**config.mk**
```make
export PLATFORM = sky130hd
export DESIGN_NAME = seq_digit_multiplier
export DESIGN_NICKNAME = d
export VERILOG_FILES = /design/src/rtl/mult_pkg.sv /design/src/rtl/digit_select.sv /design/src/rtl/seq_digit_multiplier.sv
export SDC_FILE = /design/constraint.sdc
export NUM_CORES = 1
export LEC_CHECK = 0
export CORE_UTILIZATION = 45
export CTS_CLUSTER_DIAMETER = 80
export DETAILED_ROUTE_END_ITERATION = 12
export GPL_TIMING_DRIVEN = 0
export PLACE_DENSITY = 0.78
export SETUP_SLACK_MARGIN = 0.1
export SLEW_MARGIN = 25
export SYNTH_ARGS = -nofsm -noshare
export SYNTH_HDL_FRONTEND = slang
export SYNTH_SLANG_ARGS = --single-unit
export TNS_END_PERCENT = 5
```
**constraint.sdc**
```tcl
create_clock -name clk -period 3.8 [get_ports clk]
set_input_delay 0.76 -clock clk [delete_from_list [all_inputs] [get_ports clk]]
set_output_delay 0.76 -clock clk [all_outputs]
set_load 0.05 [all_outputs]
```
**src/rtl/mult_pkg.sv**
```systemverilog
// Shared definitions for the sequential digit multiplier.
//   state_t   : controller states (IDLE, RUN, DONE)
//   DIGIT_W   : width of one operand digit fed to the 2x2 core
//   CORE_P_W  : width of the 2x2 core product
//   shift_amt : bit offset of the partial product for digit pair (i, j)
package mult_pkg;

  typedef enum logic [1:0] {
    IDLE = 2'd0,
    RUN  = 2'd1,
    DONE = 2'd2
  } state_t;

  localparam int DIGIT_W  = 2;
  localparam int CORE_P_W = 4;

  // Digit i of A has weight 4^i and digit j of B has weight 4^j, so
  // their product lands at bit offset 2*(i+j).
  function automatic int unsigned shift_amt(input int unsigned i,
                                            input int unsigned j);
    return 2 * (i + j);
  endfunction

endpackage

```
**src/rtl/digit_select.sv**
```systemverilog
// Digit selector for the sequential digit multiplier.
// Decodes the digit-pair counter into an A digit index i = cnt / D and a
// B digit index j = cnt % D (j is the inner loop). It returns both digits
// and the partial-product shift.
// Ports:
//   a_q, b_q : registered operands
//   cnt      : digit-pair counter
//   core_x   : A digit a_q[2i+1:2i]
//   core_y   : B digit b_q[2j+1:2j]
//   shift    : 2*(i+j), the bit offset of the core product
module digit_select
  import mult_pkg::*;
#(
  parameter int WIDTH = 8,
  parameter int D     = WIDTH / 2,
  parameter int CNT_W = 4,
  parameter int SH_W  = 4
) (
  input  logic [WIDTH-1:0]   a_q,
  input  logic [WIDTH-1:0]   b_q,
  input  logic [CNT_W-1:0]   cnt,
  output logic [DIGIT_W-1:0] core_x,
  output logic [DIGIT_W-1:0] core_y,
  output logic [SH_W-1:0]    shift
);

  logic [CNT_W-1:0] i_idx;
  logic [CNT_W-1:0] j_idx;

  always_comb begin
    i_idx  = cnt / CNT_W'(D);
    j_idx  = cnt % CNT_W'(D);
    // A digit index i starts at bit 2i, which is {i, 1'b0}.
    core_x = DIGIT_W'(a_q >> {i_idx, 1'b0});
    core_y = DIGIT_W'(b_q >> {j_idx, 1'b0});
    shift  = SH_W'(shift_amt(32'(i_idx), 32'(j_idx)));
  end

endmodule

```
**src/rtl/seq_digit_multiplier.sv**
```systemverilog
// Sequential WIDTH x WIDTH unsigned multiplier built around an external
// combinational 2x2 core. It accepts one operand pair per valid/ready
// handshake. It then walks all D*D digit pairs, one pair per cycle. Each
// shifted core product is added into a 2*WIDTH accumulator. The result is
// presented on a valid/ready output.
// Ports:
//   clk, reset          : clock, synchronous active-high reset
//   in_valid/in_ready   : operand handshake
//   in_a, in_b          : unsigned operands
//   out_valid/out_ready : result handshake
//   out_product         : registered product in_a*in_b
//   core_x, core_y      : digits driven to the 2x2 core (0 outside RUN)
//   core_p              : 4-bit product returned by the core
module seq_digit_multiplier
  import mult_pkg::*;
#(
  parameter int WIDTH = 8
) (
  input  logic               clk,
  input  logic               reset,
  input  logic               in_valid,
  output logic               in_ready,
  input  logic [WIDTH-1:0]   in_a,
  input  logic [WIDTH-1:0]   in_b,
  output logic               out_valid,
  input  logic               out_ready,
  output logic [2*WIDTH-1:0] out_product,
  output logic [1:0]         core_x,
  output logic [1:0]         core_y,
  input  logic [3:0]         core_p
);

  localparam int D     = WIDTH / 2;
  localparam int CNT_W = (D * D > 1) ? $clog2(D * D) : 1;
  localparam int PW    = 2 * WIDTH;
  localparam int SH_W  = $clog2(PW);
  localparam logic [CNT_W-1:0] LAST = CNT_W'(D * D - 1);

  state_t               state_q;
  state_t               state_d;
  logic [PW-1:0]        acc;
  logic [CNT_W-1:0]     cnt;
  logic [WIDTH-1:0]     a_q;
  logic [WIDTH-1:0]     b_q;
  logic [DIGIT_W-1:0]   x_sel;
  logic [DIGIT_W-1:0]   y_sel;
  logic [SH_W-1:0]      shift;

  digit_select #(
    .WIDTH (WIDTH),
    .D     (D),
    .CNT_W (CNT_W),
    .SH_W  (SH_W)
  ) u_digit_select (
    .a_q    (a_q),
    .b_q    (b_q),
    .cnt    (cnt),
    .core_x (x_sel),
    .core_y (y_sel),
    .shift  (shift)
  );

  // The core is only driven while digits are being consumed.
  assign core_x      = (state_q == RUN) ? x_sel : '0;
  assign core_y      = (state_q == RUN) ? y_sel : '0;
  assign out_product = acc;

  always_comb begin
    state_d   = state_q;
    in_ready  = 1'b0;
    out_valid = 1'b0;
    case (state_q)
      IDLE: begin
        in_ready = 1'b1;
        if (in_valid) state_d = RUN;
      end
      RUN: begin
        if (cnt == LAST) state_d = DONE;
      end
      DONE: begin
        out_valid = 1'b1;
        if (out_ready) state_d = IDLE;
      end
      default: state_d = IDLE;
    endcase
  end

  always_ff @(posedge clk) begin
    if (reset) begin
      state_q <= IDLE;
      acc     <= '0;
      cnt     <= '0;
      a_q     <= '0;
      b_q     <= '0;
    end else begin
      state_q <= state_d;
      case (state_q)
        IDLE: begin
          if (in_valid) begin
            a_q <= in_a;
            b_q <= in_b;
            acc <= '0;
            cnt <= '0;
          end
        end
        RUN: begin
          // Zero-extend before shifting so high partial products are kept.
          acc <= acc + (PW'(core_p) << shift);
          cnt <= (cnt == LAST) ? '0 : cnt + CNT_W'(1);
        end
        default: ;
      endcase
    end
  end

endmodule

```
==> run metrics <==
pwr dens 351 nW/um^2; final-report setup violation count 0; first-pass detailed-route iteration total 4; Leakage 0.00124 uW; final non-filler cell total 407; Psw 301 uW; DP Area 2880 sq um; Final WS setup 0.135 ns; layout cells sized above 1 0.0735; Fill cells 427; height of the die 74.4 um; Max Buffers Root-to-Sink 2; max-cap violations 0; crit path launch type register; crit path DAT 3.86 ns; Initial Util 0.483; initial antenna violation count 0; Die Area 5530 sq um; I/O pin count 46; finished layout cell area 3060 sq um; final hold violations 0; post-synth top area cell dfxtp_1; P&R area growth vs syn 29.7%; Synth Area per Inst 8.19 sq um; clock group share of total power 0.392; pre-CTS WS -0.150 ns; CTS Buf Count 5; Die W 74.4 um; post-cts hold buffer count 0; largest net degree at the start of global routing 14; Core Util, Final 0.627; drt wl/cell 13.5 um; Logic pwr share 0.203; worst vdd ir 0.266 mV; post-synthesis sequential area ratio 0.323; vias in the first global route 2,129; Tcrit/Tclk final 0.964; synthesized net count 331; cells after synthesis 288; vias 2,220; #FFs+latches synth 38; CTS Root Cell clkbuf_8; Seq pwr share 0.405; Core ar. 4880 sq um; Sw Share 0.280; CTS Sinks 38; Ant. Diodes 0; Mapped Area 2360 sq um; PortBufs 44; Worst Setup End Kind register; CTS clk-pin slew, worst paths 0.09 ns; DP HPWL 4.16 mm; DRT iter0 DRCs 131; Synth Warn # 0; TNS Setup 0 ns; # DRC 0; post-DR vias/cell 5.45; Crit-path slowest cell fa_1; antenna-violating nets left 0; Worst Hold Class register to register; RSZ-0062 raised after global routing yes; Internal 772 uW; Fin Clk Skew 0.00922 ns; Slew Viols, Final 0; Worst Path Required 4.00 ns; RePlAce Congestion 0.868; Tightest Pin Transition 0.630 ns; total wire length 5.49 mm; max frequency 273 MHz; grt ovf 0; crit-path cells ha_1 > inv_1 > fa_1 > buf_2 > and2_1 > a22oi_2 > nor2b_1 > ha_1 > o21a_1 > o21a_1 > a21boi_2 > or2_1 > a21o_1 > a211o_1 > a32o_1; nets@finish 382; htree depth 2; Netlist cell types 43; Worst Path Max Fanout 10; critical path class register to register; Yosys top cell area share 0.323; Max stage delay on crit path 0.40 ns; Area contributors post-synth dfxtp_1 32%, ha_1 9.0%, nand2_1 6.8%; min Tclk post-route 3.67 ns; first-pass GRT wire length 9.32 mm; worst rel slew slack 0.578; CTS tree done; status finished, final reports clean; num rows 25; DP Cell Count 399; GR Util All Layers 0.218; clk_lat worst skew 0.30 ns
## cells by family after synthesis
logic type	count (synthesis)	share of synthesized area
compound gates	76	0.220
xor+xnor	13	0.0483
fa+ha+maj	19	0.107
buf+inv	22	0.0350
flops	38	0.323
mux	7	0.0509
simple gates	113	0.216
## synth_stat cells, drive strengths merged
master / n
o21ai: 4
o22a: 1
dfxtp: 38
or2: 2
a31oi: 2
buf: 1
a21oi: 26
nand3: 3
nor3: 9
nor2b: 8
ha: 17
o22ai: 1
clkbuf: 12
o31ai: 2
a22oi: 10
a211o: 2
mux2i: 3
and2: 7
o21a: 6
and3: 2
nor3b: 2
a32o: 3
a211oi: 3
o211ai: 1
nand2: 43
a21o: 4
inv: 9
fa: 2
xnor2: 5
o2111ai: 1
o21bai: 1
a221oi: 1
nand2b: 4
a22o: 6
mux4: 4
xor2: 8
nor2: 32
a21boi: 1
nand4b: 1
o311ai: 1
## metal layers
metal	GRT usage	routed length, um	vias up
li1	-	-	1123
met1	0.290	2550	1033
met2	0.341	2560	56
met3	0.0569	289	8
met4	0.0755	80	0
met5	0	0	-
## cell type report
cell class | count | area [sq um] | share of cell area
Tap cell | 67 | 83.8 | 0.0274
Inverter | 9 | 33.8 | 0.0110
Multi-Input combinational cell | 228 | 1540 | 0.504
Timing Repair Buffer | 44 | 440 | 0.144
Buffer | 13 | 50.0 | 0.0164
Sequential cell | 38 | 771 | 0.252
Clock buffer | 5 | 68.8 | 0.0225
Clock inverter | 3 | 68.8 | 0.0225
## critical path, delay by kind of cell (launching register included)
kind                       cells  cell delay, ns
AOI/OAI and AO/OA              7            1.51
adders and majority gates      3            0.91
and+or+nand+nor                3            0.52
DFF                            1            0.38
buffers and inverters          2            0.24
## power groups by stage
stage                     clock [uW]  combinational [uW]  sequential (uW)
final                            420                 218              435
after global placement             0                 212              444
after CTS                        429                 216              435
after global routing             441                 241              438
after floorplan                    0                 131              455
after detailed placement           0                 215              445
## path summary, 6_finish.rpt
check | startpoint | endpoint | slack [ns] | cells past startpoint
setup / recovery | cnt[0] | out_product[10] | 0.13 | 15
hold / removal | b_q[5] | b_q[5] | 0.46 | 2
setup reg to reg | cnt[0] | out_product[10] | 0.13 | 15
hold reg to reg | b_q[5] | b_q[5] | 0.46 | 2
## what timing repair did
| item | in CTS | in global routing |
|---|---|---|
| pin swaps | 0 | 1 |
| setup endpoints to repair | 6 | 6 |
| setup buffers | 0 | 0 |
| gates resized for setup | 5 | 9 |
## registers in the layout (all words and copies together), names as in the netlist
register / count
cnt: 4
a_q: 8
out_product: 16
b_q: 8
state_q: 2
## placed cells by master (no fill, tap or decap), drive strengths merged, types with 6 or more instances in the layout
master,instances
nand2,43
nor2b,8
nor3,9
o21a,6
and2,7
ha,17
a22o,6
clkbuf,16
a21oi,26
clkdlybuf4s50,44
xor2,8
inv,9
a22oi,10
nor2,32
dfxtp,38
## metrics by stage
step	power, uW	hold WS, ns
global route	1120	0.470
floorplan	586	0.433
global placement	656	0.441
CTS	1080	0.456
detailed placement	660	0.444
finish	1070	0.456
(Power assumes the default switching activity.)
